<file path="config.mk">
export PLATFORM = sky130hd
export DESIGN_NAME = input_conditioner_bank
export DESIGN_NICKNAME = d
export VERILOG_FILES = /design/src/rtl/input_conditioner_bank.sv
export SDC_FILE = /design/constraint.sdc
export NUM_CORES = 1
export LEC_CHECK = 0
export CAP_MARGIN = 20
export CORE_MARGIN = 4
export CORE_UTILIZATION = 55
export CTS_CLUSTER_SIZE = 28
export DETAILED_ROUTE_END_ITERATION = 12
export GPL_TIMING_DRIVEN = 0
export PLACE_DENSITY = 0.8
export SETUP_SLACK_MARGIN = 0.2
export SLEW_MARGIN = 25
export SYNTH_ARGS = -nofsm -noshare
export SYNTH_HDL_FRONTEND = slang
export SYNTH_SLANG_ARGS = --single-unit
</file>
<file path="constraint.sdc">
create_clock -name clk -period 3.2 [get_ports clk]
set_input_delay 0.32 -clock clk [delete_from_list [all_inputs] [get_ports clk]]
set_output_delay 0.32 -clock clk [all_outputs]
set_load 0.01 [all_outputs]
</file>
<file path="src/rtl/input_conditioner_bank.sv">
// Per-channel synchronizer, debouncer and edge detector for raw board inputs.
// Define INPUT_COND_SYNC3_EN for a three-flop synchronizer (one extra cycle of latency).
module input_conditioner_bank #(
    parameter int CHANNELS  = 3,
    parameter int WAIT_TIME = 3,
    parameter int CW        = 4
) (
    input  logic                clk,
    input  logic                reset,
    input  logic [CHANNELS-1:0] noisy_in,
    output logic [CHANNELS-1:0] conditioned,
    output logic [CHANNELS-1:0] pos_edge,
    output logic [CHANNELS-1:0] neg_edge
);

    localparam logic [CW-1:0] WAIT_CNT = CW'(WAIT_TIME);

    logic [CHANNELS-1:0] s0;
    logic [CHANNELS-1:0] s1;
    logic [CHANNELS-1:0] synced;

    always_ff @(posedge clk or posedge reset) begin
        if (reset) begin
            s0 <= '0;
            s1 <= '0;
        end else begin
            s0 <= noisy_in;
            s1 <= s0;
        end
    end

`ifdef INPUT_COND_SYNC3_EN
    logic [CHANNELS-1:0] s2;

    always_ff @(posedge clk or posedge reset) begin
        if (reset) begin
            s2 <= '0;
        end else begin
            s2 <= s1;
        end
    end

    assign synced = s2;
`else
    assign synced = s1;
`endif

    for (genvar i = 0; i < CHANNELS; i++) begin : g_chan
        logic [CW-1:0] cnt;

        // The count only grows while synced disagrees; any agreement restarts it.
        always_ff @(posedge clk or posedge reset) begin
            if (reset) begin
                cnt            <= '0;
                conditioned[i] <= 1'b0;
                pos_edge[i]    <= 1'b0;
                neg_edge[i]    <= 1'b0;
            end else begin
                pos_edge[i] <= 1'b0;
                neg_edge[i] <= 1'b0;
                if (synced[i] == conditioned[i]) begin
                    cnt <= '0;
                end else if (cnt == WAIT_CNT) begin
                    cnt            <= '0;
                    conditioned[i] <= synced[i];
                    pos_edge[i]    <= synced[i];
                    neg_edge[i]    <= ~synced[i];
                end else begin
                    cnt <= cnt + 1'b1;
                end
            end
        end
    end

endmodule

</file>
==> impl_summary.log, run 1 <==
INFO  metric run_status = finished, final reports clean
INFO  metric port-buffer-count = 13
INFO  metric grt_first_pass_wirelength = 2773 um
INFO  metric std_cell_rows = 15
INFO  metric total_of_flip_flops_plus_latches_after_synthesis = 27
INFO  metric tightestPinTransition = 0.9037 ns
INFO  metric synthesis.instances = 75
INFO  metric worst_hold_slack = 0.3697 ns
INFO  metric grt_max_degree = 28
INFO  metric area_growth_syn_to_layout = 18.14%
INFO  metric placement.cell_area = 1196 sq um
INFO  metric ys_top_cells_by_area = sky130_fd_sc_hd__dfrtp_1, sky130_fd_sc_hd__nor3b_1, sky130_fd_sc_hd__ha_1, sky130_fd_sc_hd__a21oi_1, sky130_fd_sc_hd__xnor2_1
INFO  metric cts.sinks = 27
INFO  metric synth_flop_cell = sky130_fd_sc_hd__dfrtp_1
INFO  metric totalNegativeSetupSlack = 0 ns
INFO  metric total_power = 809.7 uW
INFO  metric crit_path_max_incr_delay = 0.56 ns
INFO  metric post-cts-setup-buffers = 0
INFO  metric aggregate_global_route_resource_usage = 14.37%
INFO  metric cts-root-to-sink-buffers = 2
INFO  metric timing.critical_path.from_type = flop
INFO  metric die_width = 51.38 um
INFO  metric postCtsHoldBufs = 0
INFO  metric avgRoutedWirePerCell = 13.17 um
INFO  metric yosysSeqAreaShare = 65.30%
INFO  metric yosysWarnings = 0
INFO  metric worstSkewPairLatency = 0.31 ns
INFO  metric gr-total-overflow = 0
INFO  metric setup-violations-final = 0
INFO  metric worstHoldPathType = flop to flop
INFO  metric ctsResizeCount = 0
INFO  metric gp_congestion = 0.7172
INFO  metric grt_antenna_before_repair = 0
INFO  metric cts_root_buffer = sky130_fd_sc_hd__clkbuf_4
INFO  metric post_synth.cell_area_avg = 13.80 sq um
INFO  metric maxSlewViolCount = 0
INFO  metric io-pin-count = 14
INFO  metric rr_startpoint = g_chan[1].cnt[0]$_DFF_PP0_
INFO  metric postSynth.asyncResetShare = 100.0%
INFO  metric rsz_0062_raised_after_global_routing = false
INFO  metric startpoint = conditioned[0]$_DFFE_PP0P_
INFO  metric yosys.cell_count.top_type = sky130_fd_sc_hd__dfrtp_1
INFO  metric period_needed = 1.634 ns
INFO  metric drt_pass1_iterations = 4
INFO  metric vias = 633
INFO  metric avgViaCountPerCell = 5.410
INFO  metric design.core.area = 1745 sq um
INFO  metric fin_crit_sh = 51.07%
INFO  metric cts_inserted_buffers = 3
INFO  metric drt_iter0_markers = 2
INFO  metric worst_setup_hold_path_clk_slew = 0.14 ns
INFO  metric cts-htree-levels = 1
INFO  metric finalInstanceArea = 1222 sq um
INFO  metric timing.critical_path.slowest_stage_cell = sky130_fd_sc_hd__clkdlybuf4s50_1
INFO  metric yosysTopAreaCell = sky130_fd_sc_hd__dfrtp_1
INFO  metric synth_enable_flop_cells = 0
INFO  metric drive_above_1_share = 8.696%
INFO  metric highest_ir_drop_seen_on_vdd = 0.0004296 V
INFO  metric synth.distinct_cells = 18
INFO  metric worst_relative_slew_slack = 39.38%
INFO  metric critPathCaptureType = output pin
INFO  metric stdcell_count = 117
INFO  metric cts_tree = done
INFO  metric cell_family_with_the_largest_share_of_critical_path_delay = buffers and inverters
INFO  metric synthesis.area = 1035 sq um
INFO  metric cellLeakagePower = 0.5170 nW
INFO  metric clock_skew = 0.007466 ns
INFO  metric power.density = 662.3 nW/um^2
INFO  metric antenna_diode_count = 0
INFO  metric crit_arrival = 1.31 ns
INFO  metric die-area = 2639 sq um
INFO  metric final-hold-violation-count = 0
INFO  metric crit_buf_inv = 1
INFO  metric synthTopCellsByCount = sky130_fd_sc_hd__dfrtp_1, sky130_fd_sc_hd__nor3b_1, sky130_fd_sc_hd__a21oi_1
INFO  metric synth_fp_nets = 83
INFO  metric design.final.nets = 101
INFO  metric grt_pass1_vias = 618
INFO  metric kind_of_critical_path = flop to output pin
INFO  metric place_hpwl = 1120 um
INFO  metric timing.critical_path.cells = clkdlybuf4s50_1
INFO  metric detail-route-antenna-nets = 0
INFO  metric drcViolationCount = 0
INFO  metric maxClockFrequency = 612.0 MHz
INFO  metric die_h = 51.38 um
INFO  metric max_cap_viol_count = 0
INFO  metric crit_path_max_fanout = 5
INFO  metric post-place-cells = 113
INFO  metric fraction_of_post_synthesis_cell_area_in_the_top_cell_type_by_area = 65.30%
INFO  metric initial_utilization = 59.28%
INFO  metric worst_hold_startpoint = s0[2]$_DFF_PP0_
INFO  metric drt-total-wl = 1541 um
INFO  metric timing.critical_path.required = 2.88 ns
[power breakdown]
part / leakage, nW / switching (mW) / total [mW] / internal (mW)
clock: 0.0150 / 0.0895 / 0.138 / 0.0486
combinational: 0.152 / 0.0889 / 0.217 / 0.129
sequential: 0.350 / 0.0545 / 0.454 / 0.400
total: 0.517 / 0.233 / 0.810 / 0.577
[logic make-up after synthesis]
kind of cell | share of synthesized area, %
simple gates | 21.65
flops | 65.30
compound gates | 2.902
xor+xnor | 2.540
mux | 3.627
fa+ha+maj | 3.628
buf+inv | 0.3624
[registers in the layout, indices dropped and copies added, names as in the netlist]
signal       count
s0               3
g_chan.cnt      12
conditioned      3
pos_edge         3
neg_edge         3
s1               3
[metrics by stage]
stage          utilization [%]  setup slack [ns]
2_1_floorplan                -             1.868
3_3_place_gp             68.53             1.673
3_5_place_dp             68.53             1.640
4_1_cts                  70.04             1.551
5_1_grt                  70.04             1.481
6_report                 70.04             1.566
[worst paths after layout]
| path | to | cells after the start | slack (ns) |
|---|---|---|---|
| setup / recovery | conditioned[0] | 1 | 1.57 |
| hold / removal | s1[2]$_DFF_PP0_ | 0 | 0.37 |
| setup reg to reg | conditioned[1]$_DFFE_PP0P_ | 3 | 1.77 |
| hold reg to reg | s1[2]$_DFF_PP0_ | 0 | 0.37 |
| max in group asynchronous | s0[1]$_DFF_PP0_ | 2 | 2.37 |
| min in group asynchronous | s0[0]$_DFF_PP0_ | 2 | 0.40 |
[worst reg2reg max path: cells and delay by family, from the launching register on]
family | cells | cell delay (ns)
fa+ha+maj | 1 | 0.21
flops | 1 | 0.41
mux | 1 | 0.38
simple gates | 1 | 0.33
[cells in the final DEF, fill, tap and decap left out]
cell type                         Yosys  final
sky130_fd_sc_hd__a21oi_1              6      6
sky130_fd_sc_hd__and4_1               2      2
sky130_fd_sc_hd__and4_2               1      1
sky130_fd_sc_hd__clkbuf_1             0      1
sky130_fd_sc_hd__clkbuf_4             0      3
sky130_fd_sc_hd__clkdlybuf4s50_1      0     13
sky130_fd_sc_hd__clkinv_1             0      1
sky130_fd_sc_hd__dfrtp_1             27     27
sky130_fd_sc_hd__ha_1                 3      3
sky130_fd_sc_hd__mux2_2               2      2
sky130_fd_sc_hd__mux2_4               1      1
sky130_fd_sc_hd__nand2b_1             3      3
sky130_fd_sc_hd__nand3b_1             3      3
sky130_fd_sc_hd__nor2_1               3      3
sky130_fd_sc_hd__nor2b_1              3      3
sky130_fd_sc_hd__nor3_1               2      2
sky130_fd_sc_hd__nor3b_1              9      9
sky130_fd_sc_hd__nor4_1               3      3
sky130_fd_sc_hd__or3b_1               2      2
sky130_fd_sc_hd__or3b_4               1      1
sky130_fd_sc_hd__xnor2_1              3      3
[area by class of cell]
type                    instances  area [sq um]
clock buffers                   4         26.28
fillers                       135         523.0
inverters                       1         3.754
multi-input cells              47         355.3
flip-flops and latches         27         675.6
well taps                      25         31.28
repair buffers                 13         130.1
[metal layers]
| metal | wire [um] | up-vias | track usage, % |
|---|---|---|---|
| met2 | 799 | 11 | 24.15 |
| met4 | 23 | 0 | 6.550 |
| met5 | 0 | - | 0 |
| met1 | 665 | 316 | 17.32 |
| met3 | 54 | 2 | 3.499 |
| li1 | - | 304 | - |
(Power assumes the default switching activity.)
==> run 2: changes to the inputs <==
--- a/config.mk
+++ b/config.mk
@@ -7,11 +7,11 @@
 export LEC_CHECK = 0
 export CAP_MARGIN = 20
 export CORE_MARGIN = 4
-export CORE_UTILIZATION = 55
+export CORE_UTILIZATION = 52
 export CTS_CLUSTER_SIZE = 28
 export DETAILED_ROUTE_END_ITERATION = 12
 export GPL_TIMING_DRIVEN = 0
-export PLACE_DENSITY = 0.8
+export PLACE_DENSITY = 0.76
 export SETUP_SLACK_MARGIN = 0.2
 export SLEW_MARGIN = 25
 export SYNTH_ARGS = -nofsm -noshare
==> constraint.sdc (replaced) <==
create_clock -name clk -period 1.7 [get_ports clk]
set_input_delay 0.17 -clock clk [delete_from_list [all_inputs] [get_ports clk]]
set_output_delay 0.17 -clock clk [all_outputs]
set_load 0.01 [all_outputs]
==> run 2 against run 1 <==
  * Cell count increased by 2.6%
  * Non-clock buffer count increased by 3
  * Critical path type is now flop to flop
  * Die area increased by 4.9%
  * Highest routed layer unchanged
  * Clock skew decreased by 0.0049 ns
  * Utilization decreased by 0.80 points
  * Clock-buffer cell count unchanged
  * Critical path depth increased by 2
  * Worst setup slack got worse by 1.3 ns
  * Register-to-register slack got worse by 1.5 ns
==> impl_summary.log, run 2 (synthesis gave the netlist of run 1 again) <==
INFO  metric largest_register_ffs = 12 (unchanged)
INFO  metric port-buffer-count = 13 (unchanged)
INFO  metric finalInstanceArea = 1247 sq um (+2.0%)
INFO  metric switching_power = 456.8 uW (+96%)
INFO  metric p_int = 1.128 mW (+96%)
INFO  metric setup-violations-final = 0 (unchanged)
INFO  metric final-hold-violation-count = 0 (unchanged)
INFO  metric crit_arrival = 1.64 ns (+0.33 ns)
INFO  metric kind_of_critical_path = flop to flop
INFO  metric mostFrequentLayoutCells = sky130_fd_sc_hd__dfrtp_1, sky130_fd_sc_hd__clkdlybuf4s50_1, sky130_fd_sc_hd__nor3b_1, sky130_fd_sc_hd__a21oi_1
INFO  metric worst_relative_slew_slack = 64.89% (+26 points)
INFO  metric tightestPinTransition = 0.5259 ns (-0.3778 ns)
INFO  metric layout_commonest_cell = sky130_fd_sc_hd__dfrtp_1
INFO  metric grt_use_met2 = 22.11% (-2.0 points)
INFO  metric worst_setup_hold_path_clk_slew = 0.13 ns (about the same)
INFO  metric design.final.nets = 104 (+3.0%)
INFO  metric clock_share_of_power = 17.0% (about the same)
INFO  metric detail-route-antenna-nets = 0 (unchanged)
INFO  metric seq_power_share = 52.5% (-3.6 points)
INFO  metric timing.critical_path.required = 1.92 ns (-0.96 ns)
INFO  metric highest_ir_drop_seen_on_vdd = 0.0008089 V (+88%)
INFO  metric met3_usage = 3.419% (-0.080 points)
INFO  metric vias = 644 (+1.7%)
INFO  metric combinationalPowerShare = 30.5% (+3.6 points)
INFO  metric power.density = 1270 nW/um^2 (+92%)
INFO  metric grt_first_pass_wirelength = 2504 um (-9.7%)
INFO  metric use_met1 = 13.70% (-3.6 points)
INFO  metric cts_inserted_buffers = 3 (unchanged)
INFO  metric drt_pass1_iterations = 2 (-2)
INFO  metric rsz_0062_raised_after_global_routing = false
INFO  metric cts.sinks = 27 (unchanged)
INFO  metric cts-root-to-sink-buffers = 2 (unchanged)
INFO  metric totalNegativeSetupSlack = 0 ns (unchanged)
INFO  metric place_hpwl = 1045 um (-6.7%)
INFO  metric drt-total-wl = 1492 um (-3.2%)
INFO  metric crit_path_max_fanout = 4 (-1)
INFO  metric avgViaCountPerCell = 5.367 (-0.81%)
INFO  metric grt_max_degree = 28 (unchanged)
INFO  metric crit_buf_inv = 0 (-1)
INFO  metric fin_crit_sh = 83.47%
INFO  metric timing.critical_path.slowest_stage_cell = sky130_fd_sc_hd__dfrtp_1
INFO  metric cts_root_buffer = sky130_fd_sc_hd__clkbuf_4
INFO  metric num-fill-cells = 142 (+5.2%)
INFO  metric period_needed = 1.419 ns
INFO  metric maxClockFrequency = 704.7 MHz
INFO  metric sequential_cell_area = 675.6 sq um (unchanged)
INFO  metric gp_congestion = 0.6981 (-2.7%)
INFO  metric run_status = finished, final reports clean
INFO  metric grt_pass1_vias = 621 (+0.49%)
INFO  metric area_growth_syn_to_layout = 20.56%
INFO  metric drive_above_1_share = 12.63% (+3.9 points)
INFO  metric avgRoutedWirePerCell = 12.43 um (-5.6%)
INFO  metric placement.cell_area = 1196 sq um (unchanged)
INFO  metric postCtsHoldBufs = 0 (unchanged)
INFO  metric worstSkewPairLatency = 0.32 ns (about the same)
INFO  metric grt_antenna_before_repair = 0 (unchanged)
INFO  metric antenna_diode_count = 0 (unchanged)
INFO  metric finalWorstSetupSlack = 0.2810 ns (-1.285 ns)
INFO  metric timing.critical_path.cells = ha_1, or3b_4, mux2_4
INFO  metric clock_skew = 0.002547 ns (-0.004919 ns)
INFO  metric worstHoldPathType = input port to async pin
INFO  metric crit_path_max_incr_delay = 0.41 ns (-0.15 ns)
INFO  metric sw_frac_of_total = 28.83% (+0.068 points)
INFO  metric initial_utilization = 57.43% (-1.9 points)
INFO  metric cts_tree = done
INFO  metric cts-htree-levels = 1 (unchanged)
INFO  metric std_cell_rows = 15 (unchanged)
INFO  metric multi_input_area = 355.3 sq um (unchanged)
INFO  metric die-area = 2768 sq um (+4.9%)
INFO  metric design.core.area = 1802 sq um (+3.2%)
INFO  metric timing.critical_path.from_type = flop
INFO  metric aggregate_global_route_resource_usage = 12.77% (-1.6 points)
INFO  metric grt_most_used_layer = met2
INFO  metric drcViolationCount = 0 (unchanged)
INFO  metric max_cap_viol_count = 0 (unchanged)
INFO  metric critPathCaptureType = flop
INFO  metric largest_register = g_chan.cnt
INFO  metric gr-total-overflow = 0 (unchanged)
INFO  metric cell_family_with_the_largest_share_of_critical_path_delay = flip-flops
INFO  metric total_power = 1.584 mW (+96%)
INFO  metric die_width = 52.61 um (+2.4%)
INFO  metric io-pin-count = 14 (unchanged)
INFO  metric maxSlewViolCount = 0 (unchanged)
INFO  metric drt_iter0_markers = 1 (-1)
INFO  metric die_h = 52.61 um (+2.4%)
INFO  metric preCtsSetupSlack = 0.2889 ns (-1.351 ns)
INFO  metric cellLeakagePower = 0.5448 nW (+5.4%)
[run 2: changes by cell type in the layout (fill, tap and decap cells not counted)]
| cell | change |
|---|---|
| sky130_fd_sc_hd__dlymetal6s2s_1 | +1 |
| sky130_fd_sc_hd__clkinv_1 | -1 |
| sky130_fd_sc_hd__inv_2 | +1 |
| sky130_fd_sc_hd__buf_4 | +3 |
| sky130_fd_sc_hd__clkdlybuf4s50_1 | -1 |
[run 2: cell type report]
cell class | count | share of cell area, %
clock buffer | 4 | 2.106
multi-input combinational | 47 | 28.49
tap | 25 | 2.508
inverter | 1 | 0.3009
timing repair buffer | 16 | 12.44
sequential | 27 | 54.16
[run 2: worst register-to-register path, cell delays in order (launching register included)]
cell	delay, ns
sky130_fd_sc_hd__dfrtp_1	0.41
sky130_fd_sc_hd__ha_1	0.20
sky130_fd_sc_hd__or3b_4	0.41
sky130_fd_sc_hd__mux2_4	0.30
[run 2: power groups by stage]
stage / sequential (mW) / clock, mW / combinational [mW]
6_report: 0.832 / 0.269 / 0.483
5_1_grt: 0.850 / 0.303 / 0.526
4_1_cts: 0.834 / 0.284 / 0.477
3_5_place_dp: 0.867 / 0 / 0.416
3_3_place_gp: 0.861 / 0 / 0.405
2_1_floorplan: 0.872 / 0 / 0.245
[run 2: metal layers]
layer  up-vias  share of wire (%)
li1        310                  -
met3         5                4.0
met5         -                  0
met4         0                2.8
met1       316                 45
met2        13                 48
[run 2: through the flow]
step	instances	utilization [%]	hold slack [ns]
floorplan	75	-	0.2014
global placement	113	66.39	0.3334
detailed placement	113	66.39	0.3371
CTS	119	68.68	0.2551
global route	120	69.24	0.2245
finish	120	69.24	0.1990
[run 2: what timing repair did]
item                       in CTS  in global routing
setup endpoints to repair       2                  1
setup buffers                   2                  1
gates resized for setup         0                  1
pin swaps                       0                  0
[run 2: final timing paths]
check                                        endpoint  slack (ns)  depth (start not counted)                  startpoint
min in group clk                      s0[1]$_DFF_PP0_        0.27                          1                 noisy_in[1]
max in group asynchronous  conditioned[1]$_DFFE_PP0P_        1.15                          2                       reset
hold / removal             conditioned[0]$_DFFE_PP0P_        0.20                          2                       reset
setup reg to reg           conditioned[0]$_DFFE_PP0P_        0.28                          3  g_chan[0].cnt[0]$_DFF_PP0_
setup / recovery           conditioned[0]$_DFFE_PP0P_        0.28                          3  g_chan[0].cnt[0]$_DFF_PP0_
hold reg to reg                       s1[0]$_DFF_PP0_        0.37                          0             s0[0]$_DFF_PP0_
==> run 3: changes to the inputs <==
==> constraint.sdc (replaced) <==
create_clock -name clk -period 1.4 [get_ports clk]
set_input_delay 0.14 -clock clk [delete_from_list [all_inputs] [get_ports clk]]
set_output_delay 0.14 -clock clk [all_outputs]
set_load 0.01 [all_outputs]
==> run 3 against run 2 <==
  * Non-clock buffer count rose by 14
  * Flip-flop and latch count unchanged
  * Clock power grew 20%
  * First-iteration DRC count grew to 5.0 times the previous value
  * Clock-buffer cell count is the same
  * Total power grew 41%
  * Largest cell class unchanged
  * Largest power group unchanged
==> impl_summary.log, run 3 (synthesis gave the netlist of run 1 again) <==
INFO  metric combinationalPowerShare = 40.4% (+9.9 points)
INFO  metric timing.critical_path.cells = ha_2, or3b_4, mux2_4
INFO  metric preCtsSetupSlack = -0.003100 ns (-0.2920 ns)
INFO  metric cts-root-to-sink-buffers = 2 (unchanged)
INFO  metric finalInstanceArea = 1433 sq um (+15%)
INFO  metric drive_above_1_share = 36.70% (+24 points)
INFO  metric die_width = 52.61 um (unchanged)
INFO  metric maxClockFrequency = 715.0 MHz (+1.5%)
INFO  metric vias = 692 (+7.5%)
INFO  metric largest_register = g_chan.cnt
INFO  metric worstSkewPairLatency = 0.31 ns (about the same)
INFO  metric rsz_0062_raised_after_global_routing = true
INFO  metric avgRoutedWirePerCell = 15.94 um (+28%)
INFO  metric switching_power = 665.3 uW (+46%)
INFO  metric largest_register_ffs = 12 (unchanged)
INFO  metric drcViolationCount = 0 (unchanged)
INFO  metric placement.cell_area = 1206 sq um (+0.84%)
INFO  metric p_int = 1.562 mW (+39%)
INFO  metric clock_skew = 0.002032 ns (-0.0005156 ns)
INFO  metric clock_share_of_power = 14.5% (-2.5 points)
INFO  metric num-fill-cells = 113 (-20%)
INFO  metric port-buffer-count = 13 (unchanged)
INFO  metric final-hold-violation-count = 0 (unchanged)
INFO  metric max_cap_viol_count = 0 (unchanged)
INFO  metric place_hpwl = 1074 um (+2.7%)
INFO  metric gp_congestion = 0.7261 (+4.0%)
INFO  metric grt_pass1_vias = 774 (+25%)
INFO  metric cts.sinks = 27 (unchanged)
INFO  metric worstHoldPathType = input port to async pin
INFO  metric die-area = 2768 sq um (unchanged)
INFO  metric power.density = 1555 nW/um^2 (+22%)
INFO  metric cts-htree-levels = 1 (unchanged)
INFO  metric cts_tree = done
INFO  metric postCtsHoldBufs = 0 (unchanged)
INFO  metric fin_crit_sh = 99.90% (+16 points)
INFO  metric avgViaCountPerCell = 5.164 (-3.8%)
INFO  metric mostFrequentLayoutCells = sky130_fd_sc_hd__dfrtp_1, sky130_fd_sc_hd__buf_4, sky130_fd_sc_hd__dlygate4sd2_1, sky130_fd_sc_hd__a21oi_1, sky130_fd_sc_hd__nor3b_2
INFO  metric critPathCaptureType = flop
INFO  metric tightestPinTransition = 0.5412 ns (+0.01535 ns)
INFO  metric maxSlewViolCount = 0 (unchanged)
INFO  metric detail-route-antenna-nets = 0 (unchanged)
INFO  metric std_cell_rows = 15 (unchanged)
INFO  metric run_status = finished, final reports clean
INFO  metric total_power = 2.227 mW (+41%)
INFO  metric stdcell_count = 134 (+12%)
INFO  metric crit_path_max_incr_delay = 0.41 ns (about the same)
INFO  metric kind_of_critical_path = flop to flop
INFO  metric area_growth_syn_to_layout = 38.45%
INFO  metric sw_frac_of_total = 29.87% (+1.0 points)
INFO  metric grt_first_pass_wirelength = 3553 um (+42%)
INFO  metric aggregate_global_route_resource_usage = 17.74% (+5.0 points)
INFO  metric timing.critical_path.from_type = flop
INFO  metric crit_path_max_fanout = 3 (-1)
INFO  metric crit_arrival = 1.61 ns (-0.03 ns)
INFO  metric post-place-cells = 113 (unchanged)
INFO  metric grt_max_degree = 28 (unchanged)
INFO  metric cellLeakagePower = 0.6706 nW (+23%)
INFO  metric layout_commonest_cell = sky130_fd_sc_hd__dfrtp_1
INFO  metric drt-total-wl = 2136 um (+43%)
INFO  metric die_h = 52.61 um (unchanged)
INFO  metric highest_ir_drop_seen_on_vdd = 0.001018 V (+26%)
INFO  metric io-pin-count = 14 (unchanged)
INFO  metric timing.critical_path.required = 1.61 ns (-0.31 ns)
INFO  metric seq_power_share = 45.1% (-7.4 points)
INFO  metric antenna_diode_count = 0 (unchanged)
INFO  metric drt_pass1_iterations = 3 (+1)
INFO  metric worst_relative_slew_slack = 63.86% (-1.0 points)
INFO  metric gr-total-overflow = 0 (unchanged)
INFO  metric timing.critical_path.slowest_stage_cell = sky130_fd_sc_hd__dfrtp_1
INFO  metric worst_setup_hold_path_clk_slew = 0.14 ns (about the same)
INFO  metric period_needed = 1.399 ns (-0.02031 ns)
INFO  metric design.core.area = 1802 sq um (unchanged)
INFO  metric setup-violations-final = 0 (unchanged)
INFO  metric cts_inserted_buffers = 3 (unchanged)
INFO  metric initial_utilization = 57.43% (unchanged)
INFO  metric design.final.nets = 118 (+13%)
INFO  metric finalWorstSetupSlack = 0.001338 ns (-0.2797 ns)
INFO  metric grt_antenna_before_repair = 0 (unchanged)
INFO  metric totalNegativeSetupSlack = 0 ns (unchanged)
INFO  metric drt_iter0_markers = 5 (+4)
INFO  metric cts_root_buffer = sky130_fd_sc_hd__clkbuf_4
==> run 3: worst paths after layout <==
| path | startpoint | to | slack, ns | cells past startpoint |
|---|---|---|---|---|
| min in group clk | noisy_in[0] | s0[0]$_DFF_PP0_ | 0.25 | 1 |
| setup / recovery | g_chan[0].cnt[1]$_DFF_PP0_ | conditioned[0]$_DFFE_PP0P_ | 0.001 | 3 |
| setup reg to reg | g_chan[0].cnt[1]$_DFF_PP0_ | conditioned[0]$_DFFE_PP0P_ | 0.001 | 3 |
| hold reg to reg | s0[2]$_DFF_PP0_ | s1[2]$_DFF_PP0_ | 0.37 | 0 |
| hold / removal | reset | neg_edge[0]$_DFF_PP0_ | 0.19 | 2 |
| max in group asynchronous | reset | s0[1]$_DFF_PP0_ | 0.85 | 2 |
==> run 3: cell type report <==
| type | count | area (sq um) | share of cell area, % |
|---|---|---|---|
| well taps | 25 | 31.28 | 2.183 |
| clock buffers | 4 | 26.28 | 1.834 |
| repair buffers | 30 | 250.2 | 17.47 |
| inverters | 1 | 3.754 | 0.2620 |
| flip-flops and latches | 27 | 675.6 | 47.16 |
| multi-input cells | 47 | 445.4 | 31.09 |
==> run 3: worst max-delay path, delay by kind of cell, from the launching register on <==
kind | cells | cell delay [ns]
DFF | 1 | 0.41
muxes | 1 | 0.30
and+or+nand+nor | 1 | 0.40
adders and majority gates | 1 | 0.20
==> run 3: timing repair <==
action / 4_1_cts / 5_1_grt
gates resized for setup: 23 / 3
hold endpoints to repair: 0 / 0
buffers inserted: 12 / 5
endpoints found under the setup margin: 19 / 11
pin swaps: 4 / 4
==> run 3: metal layers <==
layer / vias to the layer above / global-route usage, % / part of all wire [%] / routed length [um]
met4: 0 / 2.553 / 0 / 0
li1: 336 / - / - / -
met3: 0 / 3.419 / 2.7 / 57
met2: 11 / 34.30 / 56 / 1189
met5: - / 0 / 0 / 0
met1: 345 / 20.19 / 42 / 889
==> run 3: per-stage QoR <==
stage | hold WS [ns] | utilization, %
floorplan | 0.1714 | -
global placement | 0.3370 | 66.94
detailed placement | 0.3378 | 66.94
CTS | 0.2494 | 76.32
global route | 0.2176 | 79.51
finish | 0.1929 | 79.51
==> run 3: power by group through the flow <==
stage	logic (mW)	registers [mW]	clock network [mW]
2_1_floorplan	0.300	1.06	0
3_3_place_gp	0.493	1.05	0
3_5_place_dp	0.503	1.06	0
4_1_cts	0.787	0.983	0.323
5_1_grt	0.978	1.02	0.372
6_report	0.901	1.00	0.322
